**src/rtl/aq_reduce_pkg.sv**
```systemverilog
// Shared types and constants for the aq_reduce frame controllers.
package aq_reduce_pkg;
  localparam int GEO_W             = 16;
  localparam int CNT_W             = 32;
  localparam int DRAIN_TIMEOUT_DEF = 64;

  typedef enum logic [2:0] {
    ST_IDLE   = 3'd0,
    ST_CHECK  = 3'd1,
    ST_SYNC   = 3'd2,
    ST_STREAM = 3'd3,
    ST_DRAIN  = 3'd4,
    ST_FIN    = 3'd5
  } state_e;
endpackage

```
**src/rtl/aq_reduce_geo_chk.sv**
```systemverilog
// Geometry validity check and registered input/output pixel totals.
module aq_reduce_geo_chk
  import aq_reduce_pkg::*;
(
  input  logic             CLK,
  input  logic             RST,
  input  logic             load,
  input  logic [GEO_W-1:0] org_x,
  input  logic [GEO_W-1:0] org_y,
  input  logic [GEO_W-1:0] cnv_x,
  input  logic [GEO_W-1:0] cnv_y,
  output logic             geo_ok,
  output logic [CNT_W-1:0] in_total,
  output logic [CNT_W-1:0] out_total
);

  logic [CNT_W-1:0] in_total_r;
  logic [CNT_W-1:0] out_total_r;

  // Downscale only: every dimension nonzero and target no larger than source.
  assign geo_ok = (org_x != {GEO_W{1'b0}}) && (org_y != {GEO_W{1'b0}}) &&
                  (cnv_x != {GEO_W{1'b0}}) && (cnv_y != {GEO_W{1'b0}}) &&
                  (cnv_x <= org_x) && (cnv_y <= org_y);

  // Frame pixel totals captured while the controller sits in CHECK.
  always_ff @(posedge CLK) begin
    if (RST) begin
      in_total_r  <= {CNT_W{1'b0}};
      out_total_r <= {CNT_W{1'b0}};
    end else if (load) begin
      in_total_r  <= CNT_W'(org_x) * CNT_W'(org_y);
      out_total_r <= CNT_W'(cnv_x) * CNT_W'(cnv_y);
    end else begin
      in_total_r  <= in_total_r;
      out_total_r <= out_total_r;
    end
  end

  assign in_total  = in_total_r;
  assign out_total = out_total_r;

endmodule

```
**src/rtl/aq_reduce_ctrl.sv**
```systemverilog
// Frame scheduler for the aq_reduce core: validates geometry, streams one
// frame of pixels, and tracks output completion, count and drain timeout.
module aq_reduce_ctrl
  import aq_reduce_pkg::*;
#(
  parameter int DATA_W        = 32,
  parameter int DRAIN_TIMEOUT = DRAIN_TIMEOUT_DEF,
  parameter int FCNT_W        = 16
) (
  input  logic              CLK,
  input  logic              RST,
  input  logic [GEO_W-1:0]  CFG_ORG_X,
  input  logic [GEO_W-1:0]  CFG_ORG_Y,
  input  logic [GEO_W-1:0]  CFG_CNV_X,
  input  logic [GEO_W-1:0]  CFG_CNV_Y,
  input  logic              START,
  input  logic              ABORT,
  input  logic              S_VALID,
  output logic              S_READY,
  input  logic [DATA_W-1:0] S_DATA,
  output logic [GEO_W-1:0]  ORG_X,
  output logic [GEO_W-1:0]  ORG_Y,
  output logic [GEO_W-1:0]  CNV_X,
  output logic [GEO_W-1:0]  CNV_Y,
  output logic              DIN_WE,
  output logic              DIN_FSYNC,
  output logic [DATA_W-1:0] DIN,
  input  logic              DOUT_OE,
  input  logic              DOUT_LAST,
  output logic              BUSY,
  output logic              DONE,
  output logic              ERR_CFG,
  output logic              ERR_CNT,
  output logic              ERR_TMO,
  output logic [FCNT_W-1:0] FRAME_CNT
);

  localparam int TMO_W = $clog2(DRAIN_TIMEOUT + 1);

  state_e             state_r, state_nxt_s;
  logic [GEO_W-1:0]   org_x_r, org_y_r, cnv_x_r, cnv_y_r;
  logic [CNT_W-1:0]   in_cnt_r, out_cnt_r, in_total_s, out_total_s;
  logic [TMO_W-1:0]   tmo_cnt_r;
  logic [7:0]         anom_cnt_r;
  logic [FCNT_W-1:0]  frame_cnt_r;
  logic [DATA_W-1:0]  din_r;
  logic               s_ready_r, din_we_r, din_fsync_r, busy_r, done_r;
  logic               err_cfg_r, err_cnt_r, err_tmo_r;
  logic               geo_ok_s, accept_s, last_in_s, tmo_hit_s, cnt_err_s;

  aq_reduce_geo_chk u_geo_chk (
    .CLK       (CLK),
    .RST       (RST),
    .load      (state_r == ST_CHECK),
    .org_x     (org_x_r),
    .org_y     (org_y_r),
    .cnv_x     (cnv_x_r),
    .cnv_y     (cnv_y_r),
    .geo_ok    (geo_ok_s),
    .in_total  (in_total_s),
    .out_total (out_total_s)
  );

  // s_ready_r is only ever high in STREAM, so it doubles as the state qualifier.
  assign accept_s  = s_ready_r & S_VALID;
  assign last_in_s = (in_cnt_r + CNT_W'(1)) == in_total_s;
  assign tmo_hit_s = tmo_cnt_r == TMO_W'(DRAIN_TIMEOUT - 1);
  assign cnt_err_s = out_cnt_r != out_total_s;

  // Next-state selection; ABORT overrides everything outside IDLE.
  always_comb begin
    state_nxt_s = state_r;
    case (state_r)
      ST_IDLE: begin
        if (START && !ABORT) state_nxt_s = ST_CHECK;
        else                 state_nxt_s = ST_IDLE;
      end
      ST_CHECK: begin
        if (ABORT)         state_nxt_s = ST_IDLE;
        else if (geo_ok_s) state_nxt_s = ST_SYNC;
        else               state_nxt_s = ST_IDLE;
      end
      ST_SYNC: begin
        if (ABORT) state_nxt_s = ST_IDLE;
        else       state_nxt_s = ST_STREAM;
      end
      ST_STREAM: begin
        if (ABORT)                      state_nxt_s = ST_IDLE;
        else if (accept_s && last_in_s) state_nxt_s = ST_DRAIN;
        else                            state_nxt_s = ST_STREAM;
      end
      ST_DRAIN: begin
        if (ABORT)                       state_nxt_s = ST_IDLE;
        else if (DOUT_LAST || tmo_hit_s) state_nxt_s = ST_FIN;
        else                             state_nxt_s = ST_DRAIN;
      end
      ST_FIN:  state_nxt_s = ST_IDLE;
      default: state_nxt_s = ST_IDLE;
    endcase
  end

  // State, datapath, counters and status registers.
  always_ff @(posedge CLK) begin
    if (RST) begin
      state_r     <= ST_IDLE;
      org_x_r     <= {GEO_W{1'b0}};
      org_y_r     <= {GEO_W{1'b0}};
      cnv_x_r     <= {GEO_W{1'b0}};
      cnv_y_r     <= {GEO_W{1'b0}};
      in_cnt_r    <= {CNT_W{1'b0}};
      out_cnt_r   <= {CNT_W{1'b0}};
      tmo_cnt_r   <= {TMO_W{1'b0}};
      anom_cnt_r  <= 8'd0;
      frame_cnt_r <= {FCNT_W{1'b0}};
      din_r       <= {DATA_W{1'b0}};
      s_ready_r   <= 1'b0;
      din_we_r    <= 1'b0;
      din_fsync_r <= 1'b0;
      busy_r      <= 1'b0;
      done_r      <= 1'b0;
      err_cfg_r   <= 1'b0;
      err_cnt_r   <= 1'b0;
      err_tmo_r   <= 1'b0;
    end else begin
      state_r     <= state_nxt_s;
      s_ready_r   <= state_nxt_s == ST_STREAM;
      din_fsync_r <= state_nxt_s == ST_SYNC;
      busy_r      <= state_nxt_s != ST_IDLE;
      din_we_r    <= accept_s && !ABORT;
      done_r      <= 1'b0;
      if (accept_s) din_r <= S_DATA;
      case (state_r)
        ST_IDLE: begin
          if (START && !ABORT) begin
            org_x_r   <= CFG_ORG_X;
            org_y_r   <= CFG_ORG_Y;
            cnv_x_r   <= CFG_CNV_X;
            cnv_y_r   <= CFG_CNV_Y;
            in_cnt_r  <= {CNT_W{1'b0}};
            out_cnt_r <= {CNT_W{1'b0}};
            err_cfg_r <= 1'b0;
            err_cnt_r <= 1'b0;
            err_tmo_r <= 1'b0;
          end
        end
        ST_CHECK: begin
          if (!ABORT && !geo_ok_s) begin
            err_cfg_r <= 1'b1;
            done_r    <= 1'b1;
          end
        end
        ST_STREAM: begin
          if (accept_s)  in_cnt_r   <= in_cnt_r + CNT_W'(1);
          if (DOUT_OE)   out_cnt_r  <= out_cnt_r + CNT_W'(1);
          // An early end-of-frame does not complete the frame; it is only tallied.
          if (DOUT_LAST) anom_cnt_r <= anom_cnt_r + 8'd1;
          if (state_nxt_s == ST_DRAIN) tmo_cnt_r <= {TMO_W{1'b0}};
        end
        ST_DRAIN: begin
          tmo_cnt_r <= tmo_cnt_r + TMO_W'(1);
          if (DOUT_OE) out_cnt_r <= out_cnt_r + CNT_W'(1);
          if (!ABORT && !DOUT_LAST && tmo_hit_s) err_tmo_r <= 1'b1;
        end
        ST_FIN: begin
          if (!ABORT) begin
            err_cnt_r <= cnt_err_s;
            done_r    <= 1'b1;
            if (!(err_cfg_r || err_tmo_r || cnt_err_s))
              frame_cnt_r <= frame_cnt_r + FCNT_W'(1);
          end
        end
        default: ;
      endcase
    end
  end

  assign S_READY   = s_ready_r;
  assign ORG_X     = org_x_r;
  assign ORG_Y     = org_y_r;
  assign CNV_X     = cnv_x_r;
  assign CNV_Y     = cnv_y_r;
  assign DIN_WE    = din_we_r;
  assign DIN_FSYNC = din_fsync_r;
  assign DIN       = din_r;
  assign BUSY      = busy_r;
  assign DONE      = done_r;
  assign ERR_CFG   = err_cfg_r;
  assign ERR_CNT   = err_cnt_r;
  assign ERR_TMO   = err_tmo_r;
  assign FRAME_CNT = frame_cnt_r;

endmodule

```
**config.mk**
```make
export PLATFORM = sky130hd
export DESIGN_NAME = aq_reduce_ctrl
export DESIGN_NICKNAME = d
export VERILOG_FILES = /design/src/rtl/aq_reduce_pkg.sv /design/src/rtl/aq_reduce_geo_chk.sv /design/src/rtl/aq_reduce_ctrl.sv
export SDC_FILE = /design/constraint.sdc
export NUM_CORES = 2
export LEC_CHECK = 0
export CORE_UTILIZATION = 61
export CTS_CLUSTER_SIZE = 30
export DETAILED_ROUTE_END_ITERATION = 16
export HOLD_SLACK_MARGIN = 0.05
export PLACE_DENSITY_LB_ADDON = 0.15
export RECOVER_POWER = 25
export REMOVE_ABC_BUFFERS = 1
export SYNTH_ARGS = -nofsm -noshare
export SYNTH_HDL_FRONTEND = slang
export SYNTH_SLANG_ARGS = --single-unit
```
**constraint.sdc**
```tcl
create_clock -name CLK -period 8.8 [get_ports CLK]
set_clock_uncertainty 0.05 [all_clocks]
set_input_delay 2.64 -clock CLK [delete_from_list [all_inputs] [get_ports CLK]]
set_output_delay 2.64 -clock CLK [all_outputs]
set_load 0.05 [all_outputs]
```
==> impl_metrics.ini <==
[status]
status = finished, violations left
violations = max-capacitance violations, max-slew violations

[min_path]
hp-start = DIN[18]
worstHoldPathType = flop to flop
holdPathStages = 2
min_delay_worst_endpoint = DIN[18]

[floorplan]
rows = 79
core_area_um2 = 46600
die_h_um = 219
io_pins = 223
initial_core_util_pct = 61.9
dieArea_um2 = 48100
die_w_um = 219

[grt]
grt_antenna_before_repair = 2
groute.layer.met1.usage_pct = 49.1
grt-ovfl-total = 0
busiest_layer = met2
first_global_vias = 24500
grt_max_degree = 84
track_usage_pct = 34.7
groute.layer.met3.usage_pct = 7.43
grt_pass1_wl_um = 131000
grtUsageMet2_pct = 53.3

[worst_setup_path]
required_ps = 9220
r2r-start = CNV_Y[1]
ff2ff_path_depth = 20
worst-setup-path-type = input port to flop
r2r_setup_slack_ps = 1690
start_kind = input port
critPathMaxFanout = 63
worstPathArrival_ps = 7740
r2r_end = u_geo_chk.out_total[31]
cp-end-kind = flop

[sta]
rsz0062_at_grt = no
period_share_pct = 83.1
fin_crit_ps = 7320
slew_headroom_pct = -97.7
fmax_mhz = 137
tightest_slew_ps = 2970
fin_setup_tns_ps = 0
setup_violations = 0
slew_viol_final = 148
hold_viol = 0

[logic_synthesis]
ys.flop_type = dfxtp_1
netlist.area_leader.share_pct = 27.0
ys_ff_latch = 258
async_flop_share_pct = 0
yosysTopAreaCell = fa_1
yosysUniqueCellTypes = 80
netlist_area_um2 = 28800
synth.avg_cell_area_um2 = 8.20
yosysSeqAreaShare_pct = 17.9
synth.area.top_cells = fa_1, dfxtp_1, ha_1, nand2_1, inv_1
syn_inst = 3511
synth_common_cells = nand2_1, inv_1, fa_1
synth.most_common_cell = nand2_1
ys_warn_count = 0
synth_edf_count = 0

[placement]
dp.cells = 4175
port_buffers = 222
hpwl_um = 63300
gp_routability_congestion = 0.976

[routing]
drc = 0
initialDrtViolationCount = 1769
viasPerCell = 5.79
wirelength_um = 82100
post_drt_wl_per_cell_um = 19.4
drtPass1Iterations = 7
vias = 24500
antenna_left = 0

[power_and_ir_drop]
share_comb_of_total_power_pct = 17.0
powerDensity_nw_per_um2 = 91.5
clkPwrFrac_pct = 40.1
swShare_pct = 30.0
power_switching_mw = 0.883
power_frac_seq_pct = 42.9
total_power_mw = 2.94
peakVddDrop_mv = 0.145
p_leak_nw = 14.5
power.internal_mw = 2.06

[clocking]
cts_resized = 0
cts_hold_buf = 0
postCtsSetupBuffers = 0
cts_root_buffer = clkbuf_16
cts_tree = yes
cts_sinks = 258
htree_levels = 1
cts_buffers = 29
cts.path.max_buffers = 3
clk_latency_ps = 580
path_clk_slew_ps = 60

[finish]
antenna_cells = 0
drive_gt1_share_pct = 2.73
final_cells = 4228
fill_cells = 3858
regArea_um2 = 5160
syn_to_final_growth_pct = 11.7
multi_input_area_um2 = 21100
nets = 4334

[flow_run]
drv_cap = 2
layout make-up:
class                   count  share of cell area [%]
well taps                 607                    2.36
multi-input cells        2580                    65.6
inverters                 485                    5.66
clock buffers              38                    2.52
clock inverters            15                   0.397
repair buffers            245                    7.42
flip-flops and latches    258                    16.1
critical path: stages:
cell and delay, ps:
clkbuf_1 2040, clkinv_1 1550, nand2_1 1160, o21ba_2 260
stage by stage:
step	instance area, um^2	utilization [%]	worst slack, ps	hold slack (ps)
after CTS	32200	69.1	1820	404
final	32200	69.1	1480	399
after detailed placement	31300	67.1	1840	396
after floorplan	28100	-	2230	384
after global routing	32200	69.1	1040	420
after global placement	31300	67.1	2000	391
routing by layer:
layer	part of all wire [%]	routed length [um]
met1	43	35700
met2	44	35800
met3	9.8	8060
met4	3.0	2480
met5	0.032	26
sequential cells by signal, summed over array words and instances, names as in the netlist:
name                 count
out_cnt_r               32
ORG_Y                   16
S_READY                  1
u_geo_chk.out_total     32
DIN_FSYNC                1
in_cnt_r                32
CNV_Y                   16
tmo_cnt_r                7
ERR_CNT                  1
u_geo_chk.in_total      32
DIN_WE                   1
DIN                     32
ERR_CFG                  1
CNV_X                   16
ORG_X                   16
state_r                  3
DONE                     1
ERR_TMO                  1
BUSY                     1
FRAME_CNT               16
kinds of logic after synthesis:
group	count (synthesis)	synth area share, %
buffers and inverters	673	8.84
XOR/XNOR	155	4.71
flip-flops	258	17.9
AND/OR/NAND/NOR	1314	21.0
adder cells (fa/ha/maj)	632	37.6
AO/OA/AOI/OAI	473	9.78
multiplexers	6	0.213
power groups by stage:
stage	clock network [mW]	registers, mW	logic (mW)
detailed placement	0	1.28	0.493
global route	1.25	1.26	0.547
CTS	1.21	1.26	0.496
global placement	0	1.28	0.482
finish	1.18	1.26	0.501
floorplan	0	1.30	0.242
layout by cell type, fill, tap and decap left out, types with 8 or more instances in the layout:
master and n:
nor4_1 34, nor2_1 241, buf_4 22, nor2b_1 9, fa_1 388, nand2b_1 8
dlygate4sd3_1 41, nor3_1 39, xnor2_1 99, nand3_1 60, a31oi_1 19, a311oi_1 8
and2_1 144, o21ai_0 66, or3_1 18, and4_1 9, a211oi_1 18, a21o_1 30
nand4_1 46, nand2_1 640, o21a_1 18, inv_1 477, clkbuf_16 29, o211ai_1 9
and3_1 23, xor2_1 56, ha_1 244, clkinv_2 9, clkdlybuf4s50_1 180, a21oi_1 242
dfxtp_1 258
how the worst max path moves through the flow:
stage	slack, ps	to	from	cells past startpoint
after floorplan	2230	u_geo_chk.out_total[31]	CNV_X[11]	20
after global placement	2000	u_geo_chk.out_total[31]	CNV_Y[1]	20
after detailed placement	1840	u_geo_chk.out_total[31]	CNV_Y[1]	20
after CTS	1820	u_geo_chk.out_total[31]	CNV_Y[1]	20
after global routing	1040	ERR_CFG	RST	4
final	1480	ERR_CFG	RST	4
No activity file was read; power rests on OpenSTA's default activity.
